`src/rtl/bsd_pkg.sv`:
```
// Shared types and helpers for the bit stream deserializer: FSM state encoding
// and a width-generic parity function.
package bsd_pkg;

  typedef enum logic {
    HUNT  = 1'b0,
    SHIFT = 1'b1
  } state_t;

  localparam int MAX_WORD_W = 32;

  // Callers zero-extend narrower words; the extra zero bits leave parity unchanged.
  function automatic logic parity_of(input logic [MAX_WORD_W-1:0] w);
    return ^w;
  endfunction

endpackage

```
`src/rtl/bit_stream_deserializer_if.sv`:
```
// Word output bus of the deserializer: assembled word, its parity, and a
// valid/ready handshake.
interface bit_stream_deserializer_if #(
  parameter int WORD_W = 8
) ();

  logic [WORD_W-1:0] word_out;
  logic              word_parity;
  logic              word_valid;
  logic              word_ready;

  modport master (output word_out, output word_parity, output word_valid, input word_ready);
  modport slave  (input word_out, input word_parity, input word_valid, output word_ready);

endinterface

```
`src/rtl/bsd_out_buf.sv`:
```
// One-entry valid/ready output slice. A completed word that finds the slot full
// and not draining is dropped, and the sticky overflow flag is set.
module bsd_out_buf
  import bsd_pkg::*;
#(
  parameter int WORD_W = 8
) (
  input  logic                clock,
  input  logic                reset_n,
  input  logic                load,
  input  logic [WORD_W-1:0]   load_word,
  input  logic                clear_flags,
  bit_stream_deserializer_if.master word_bus,
  output logic                overflow
);

  logic [WORD_W-1:0] word_reg;
  logic              parity_reg;
  logic              valid_reg;
  logic              overflow_reg;
  logic              can_load;
  logic              drop;

  // A pop in the same cycle frees the slot, so the new word loads with no bubble.
  assign can_load = !valid_reg || word_bus.word_ready;
  assign drop     = load && !can_load;

  always_ff @(posedge clock) begin
    if (!reset_n) begin
      word_reg     <= '0;
      parity_reg   <= 1'b0;
      valid_reg    <= 1'b0;
      overflow_reg <= 1'b0;
    end else begin
      if (load && can_load) begin
        word_reg   <= load_word;
        parity_reg <= parity_of(MAX_WORD_W'(load_word));
        valid_reg  <= 1'b1;
      end else if (valid_reg && word_bus.word_ready) begin
        valid_reg <= 1'b0;
      end

      if (drop) begin
        overflow_reg <= 1'b1;
      end else if (clear_flags) begin
        overflow_reg <= 1'b0;
      end
    end
  end

  assign word_bus.word_out    = word_reg;
  assign word_bus.word_parity = parity_reg;
  assign word_bus.word_valid  = valid_reg;
  assign overflow             = overflow_reg;

endmodule

```
`src/rtl/bit_stream_deserializer.sv`:
```
// Packs a qualified serial bit stream LSB-first into WORD_W-bit words, with
// frame hunting, mid-word re-sync detection and a one-entry output buffer.
module bit_stream_deserializer
  import bsd_pkg::*;
#(
  parameter int WORD_W = 8
) (
  input  logic clock,
  input  logic reset_n,
  input  logic bit_in,
  input  logic bit_valid,
  input  logic frame_start,
  input  logic clear_flags,
  output logic overflow,
  output logic frame_err,
  bit_stream_deserializer_if.master word_bus
);

  localparam int                CNT_W = $clog2(WORD_W);
  localparam logic [CNT_W-1:0]  LAST  = CNT_W'(WORD_W - 1);
  localparam logic [CNT_W-1:0]  ONE   = CNT_W'(1);

  state_t            state_reg, state_next;
  logic [CNT_W-1:0]  count_reg, count_next;
  logic [WORD_W-1:0] shift_reg, shift_next;
  logic              frame_err_reg;
  logic              frame_err_set;
  logic              complete;

  always_comb begin
    state_next    = state_reg;
    count_next    = count_reg;
    shift_next    = shift_reg;
    frame_err_set = 1'b0;
    complete      = 1'b0;
    if (bit_valid) begin
      case (state_reg)
        HUNT: begin
          if (frame_start) begin
            shift_next    = '0;
            shift_next[0] = bit_in;
            count_next    = ONE;
            state_next    = SHIFT;
          end
        end
        SHIFT: begin
          if (frame_start && (count_reg != '0)) begin
            frame_err_set = 1'b1;
            shift_next    = '0;
            shift_next[0] = bit_in;
            count_next    = ONE;
          end else begin
            shift_next[count_reg] = bit_in;
            // Explicit wrap: WORD_W need not be a power of two.
            if (count_reg == LAST) begin
              count_next = '0;
              complete   = 1'b1;
            end else begin
              count_next = count_reg + ONE;
            end
          end
        end
        default: state_next = HUNT;
      endcase
    end
  end

  always_ff @(posedge clock) begin
    if (!reset_n) begin
      state_reg     <= HUNT;
      count_reg     <= '0;
      shift_reg     <= '0;
      frame_err_reg <= 1'b0;
    end else begin
      state_reg <= state_next;
      count_reg <= count_next;
      shift_reg <= shift_next;
      if (frame_err_set) begin
        frame_err_reg <= 1'b1;
      end else if (clear_flags) begin
        frame_err_reg <= 1'b0;
      end
    end
  end

  assign frame_err = frame_err_reg;

  // The buffer captures shift_next so the word is visible on the edge that samples its last bit.
  bsd_out_buf #(
    .WORD_W(WORD_W)
  ) u_out_buf (
    .clock      (clock),
    .reset_n    (reset_n),
    .load       (complete),
    .load_word  (shift_next),
    .clear_flags(clear_flags),
    .word_bus   (word_bus),
    .overflow   (overflow)
  );

endmodule

```
`src/flat_wrapper.sv`:
```
// flat-port wrapper written by rule: the top's interface ports become plain ports
module bit_stream_deserializer_flat import bsd_pkg::*;
#(
  parameter int WORD_W = 8
)
  (clock, reset_n, bit_in, bit_valid, frame_start, clear_flags, overflow, frame_err, word_bus_word_out, word_bus_word_parity, word_bus_word_valid, word_bus_word_ready);
  bit_stream_deserializer_if #(.WORD_W(WORD_W)) word_bus_i ();
  input  logic clock;
  input  logic reset_n;
  input  logic bit_in;
  input  logic bit_valid;
  input  logic frame_start;
  input  logic clear_flags;
  output logic overflow;
  output logic frame_err;
  output wire logic [$bits(word_bus_i.word_out)-1:0] word_bus_word_out;
  output wire logic [$bits(word_bus_i.word_parity)-1:0] word_bus_word_parity;
  output wire logic [$bits(word_bus_i.word_valid)-1:0] word_bus_word_valid;
  input wire logic [$bits(word_bus_i.word_ready)-1:0] word_bus_word_ready;
  assign word_bus_word_out = word_bus_i.word_out;
  assign word_bus_word_parity = word_bus_i.word_parity;
  assign word_bus_word_valid = word_bus_i.word_valid;
  assign word_bus_i.word_ready = word_bus_word_ready;
  bit_stream_deserializer #(.WORD_W(WORD_W)) u_core (.clock(clock), .reset_n(reset_n), .bit_in(bit_in), .bit_valid(bit_valid), .frame_start(frame_start), .clear_flags(clear_flags), .overflow(overflow), .frame_err(frame_err), .word_bus(word_bus_i));
endmodule
```
`config.mk`:
```
export PLATFORM = sky130hd
export DESIGN_NAME = bit_stream_deserializer_flat
export DESIGN_NICKNAME = d
export VERILOG_FILES = /design/src/rtl/bsd_pkg.sv /design/src/rtl/bit_stream_deserializer_if.sv /design/src/rtl/bsd_out_buf.sv /design/src/rtl/bit_stream_deserializer.sv /design/src/flat_wrapper.sv
export SDC_FILE = /design/constraint.sdc
export NUM_CORES = 1
export LEC_CHECK = 0
export BUFFER_PORTS_ARGS = -buffer_cell sky130_fd_sc_hd__buf_4
export CAP_MARGIN = 25
export CORE_MARGIN = 5
export CORE_UTILIZATION = 50
export DETAILED_ROUTE_END_ITERATION = 12
export GPL_ROUTABILITY_DRIVEN = 0
export MAX_ROUTING_LAYER = met4
export PLACE_DENSITY = 0.74
export SLEW_MARGIN = 10
export SYNTH_ARGS = -nofsm -noshare
export SYNTH_HDL_FRONTEND = slang
export SYNTH_HIERARCHICAL = 1
export SYNTH_SLANG_ARGS = --single-unit
```
`constraint.sdc`:
```
create_clock -name clock -period 2 [get_ports clock]
set_input_delay 0.3 -clock clock [delete_from_list [all_inputs] [get_ports clock]]
set_output_delay 0.3 -clock clock [all_outputs]
set_load 0.005 [all_outputs]
```
==> summary.txt <==
Synthesis
  – Synthesis-stage register bit count: 24
  – Synthesized area: 0.00130 mm²
  – Commonest cells post-synth: dfxtp_1, nand2_1, nor2b_1, mux2i_1, nand3_1
  – Post-synth top flop: dfxtp_1
  – Post-synth EDFFs: 0
  – Register area share after synthesis: 36.9%
  – Area leader, netlist: dfxtp_1
  – YS warnings: 6
  – Synth top area share: 36.9%
  – Syn avg cell area: 8.99 µm²
  – Mapped Nets: 155
  – Ys async rst share: 0%
  – Dominant cells by area after synthesis: dfxtp_1, mux2i_1, nor2b_1
  – Post-synth cell types: 35
  – Most common cell in the netlist: dfxtp_1
  – Syn Inst Count: 145

Cells and area
  – Layout cells sized above 1: 41.9%
  – Final Non-Filler Cells: 209
  – P&R area growth vs syn: 38.1%
  – Nets: 190
  – FF/Latch Area: 484 µm²
  – Fillers: 179
  – Area of the multi-input gates: 931 µm²
  – Diodes inserted: 0
  – Post-layout instance area: 0.00180 mm²

STA
  – RSZ-0062 raised after global routing: true
  – Worst Tran Pin Value: 396 ps
  – Slew Viols, Final: 0
  – Hold Worst Slack: 235 ps
  – Min Tclk post-route: 1990 ps
  – Skew final: 1.93 ps
  – Final Hold Viols: 0
  – Final Cycle Share: 99.6%
  – Final Setup Violations: 0
  – Slew Limit Headroom: 73.6%
  – FMAX: 502 MHz
  – Setup tns final: 0 ps

Outcome
  – Status: finished, final reports clean

Routing
  – Residual DRC: 0
  – WL final: 3.30 mm
  – Via/cell ratio: 5.86
  – Drt pass-1 iters: 5
  – Routed via count: 1225
  – 1st-iter DRT viols: 32
  – DRT antenna net count: 0
  – Wire per inst: 15.8 µm

Clock tree
  – Htree depth: 1
  – Clk slew on worst S/H paths: 130 ps
  – CTS tree: done
  – CTS buffer count: 3
  – CTS Buffer Depth: 2
  – Hold buffer count at CTS: 0
  – CTS sink count: 24
  – Root Driver: clkbuf_4
  – Clock Latency Late Sink: 320 ps

Placement
  – PortBufs: 18
  – Placed cell count: 202
  – Post-DP HPWL: 2.29 mm
  – Placed Area: 0.00159 mm²

Floorplan
  – Die W: 61.1 µm
  – Cell Rows: 18
  – Placeable Area: 0.00248 mm²
  – Die area: 0.00373 mm²
  – Die H: 61.1 µm
  – Initial Util: 52.6%
  – Boundary Pins: 19

Power and ir drop
  – Power per Cell Area: 493 mW/mm²
  – Pint: 0.000660 W
  – Leakage power: 0.818 nW
  – Gate power share: 15.2%
  – Sw frac: 25.7%
  – Flop pwr share: 54.9%
  – Sw Pwr: 0.000228 W
  – Clock power frac: 29.9%
  – VDD IR max: 0.516 mV

Global routing
  – Largest net degree at the start of global routing: 15
  – Vias in the first global route: 1139
  – Global-route wire length before repair: 5.22 mm
  – Initial antenna violation count: 0
  – Remaining Overflow, GRT: 0
  – Total GRT Usage: 19.3%

Critical path
  – Crit-path max FO: 9
  – WP data arrival: 2230 ps
  – Worst r2r src: u_core/count_reg[2]
  – Crit path launch type: flop
  – R2R Setup Slk: 8 ps
  – Reg-to-Reg End: u_core/u_out_buf/word_bus.word_parity
  – Setup Crit Path Kind: flop to flop
  – Critical Path RT: 2240 ps
  – Worst reg-to-reg path cell count: 8
  – CP endpoint kind: flop

Min path
  – Hold Path Sink: u_core/state_reg
  – Hold Crit Class: input pin to flop
  – HP Start: bit_valid
  – Worst Hold Path Cells: 3

Job
  – Max_cap viols: 0
-- power by group through the flow --
stage	registers [W]	logic (W)	clock network (W)
floorplan	0.000499	0.0000713	0
global placement	0.000498	0.000108	0
detailed placement	0.000498	0.000111	0
CTS	0.000487	0.000122	0.000273
global route	0.000489	0.000146	0.000302
finish	0.000488	0.000135	0.000265
-- cells by family (layout without fill, tap and decap cells) --
logic type,Yosys count,count (layout),share of synthesized area [%]
flops,24,24,36.9
buf+inv,14,47,5.28
compound gates,29,29,15.5
simple gates,58,59,27.1
fa+ha+maj,3,3,2.88
mux,10,10,7.77
xor+xnor,7,7,4.70
-- worst max-delay path: stages (launching register included) --
cell	delay [ps]
dfxtp_2	410
buf_4	180
or3b_1	390
o2111ai_2	130
nand3_2	150
xnor2_2	180
xnor2_2	150
xnor2_1	130
o211a_1	200
-- timing repair --
action	CTS	global route
buffers inserted	4	1
gates resized for setup	14	13
endpoints found under the setup margin	9	1
cloned	0	1
pin swaps	9	6
hold endpoints to repair	0	0
-- per-layer routing --
layer	vias up	wire, µm	GRT usage (%)
met5	-	0	-
met4	0	33	7.74
met3	4	206	3.35
met2	46	1610	29.2
met1	581	1440	25.4
li1	594	-	-
-- per-stage QoR --
stage / util [%] / power [W] / setup slack (ps)
3_3_place_gp: 64.2 / 0.000606 / -205
6_report: 72.7 / 0.000888 / 7.61
3_5_place_dp: 64.2 / 0.000609 / -311
4_1_cts: 68.8 / 0.000882 / 16.1
5_1_grt: 72.7 / 0.000937 / -36.8
2_1_floorplan: - / 0.000570 / 15.4
-- final cells by class --
class                      count  area share, %
multi-input combinational    108           51.7
sequential                    24           26.9
timing repair buffer          38           16.3
tap                           30           2.08
clock buffer                   4           2.02
inverter                       5           1.04
-- cell usage in the layout (no fill, tap or decap), types with 3 or more instances in the layout --
| master | n |
|---|---|
| a21oi_1 | 7 |
| a31oi_1 | 6 |
| buf_4 | 36 |
| clkbuf_4 | 3 |
| dfxtp_1 | 21 |
| dfxtp_2 | 3 |
| inv_2 | 3 |
| mux2i_1 | 9 |
| nand2_1 | 12 |
| nand2b_1 | 4 |
| nand3_2 | 5 |
| nand3b_1 | 4 |
| nand4_1 | 3 |
| nor2_1 | 3 |
| nor2b_1 | 11 |
| o2111ai_2 | 5 |
| or3b_1 | 3 |
| or4_4 | 3 |
| xnor2_2 | 5 |
-- how the worst max path moves through the flow --
stage / from / end / slack, ps / depth (start not counted)
after floorplan: u_core/count_reg[1] / u_core/u_out_buf/word_bus.word_parity / 20 / 10
after global placement: u_core/count_reg[1] / u_core/u_out_buf/word_bus.word_parity / -210 / 9
after detailed placement: u_core/count_reg[1] / u_core/u_out_buf/word_bus.word_parity / -310 / 9
after CTS: u_core/count_reg[1] / u_core/u_out_buf/word_bus.word_parity / 20 / 9
after global routing: u_core/count_reg[2] / u_core/u_out_buf/word_bus.word_parity / -40 / 8
final: u_core/count_reg[2] / u_core/u_out_buf/word_bus.word_parity / 8 / 8
(Power assumes the default switching activity.)
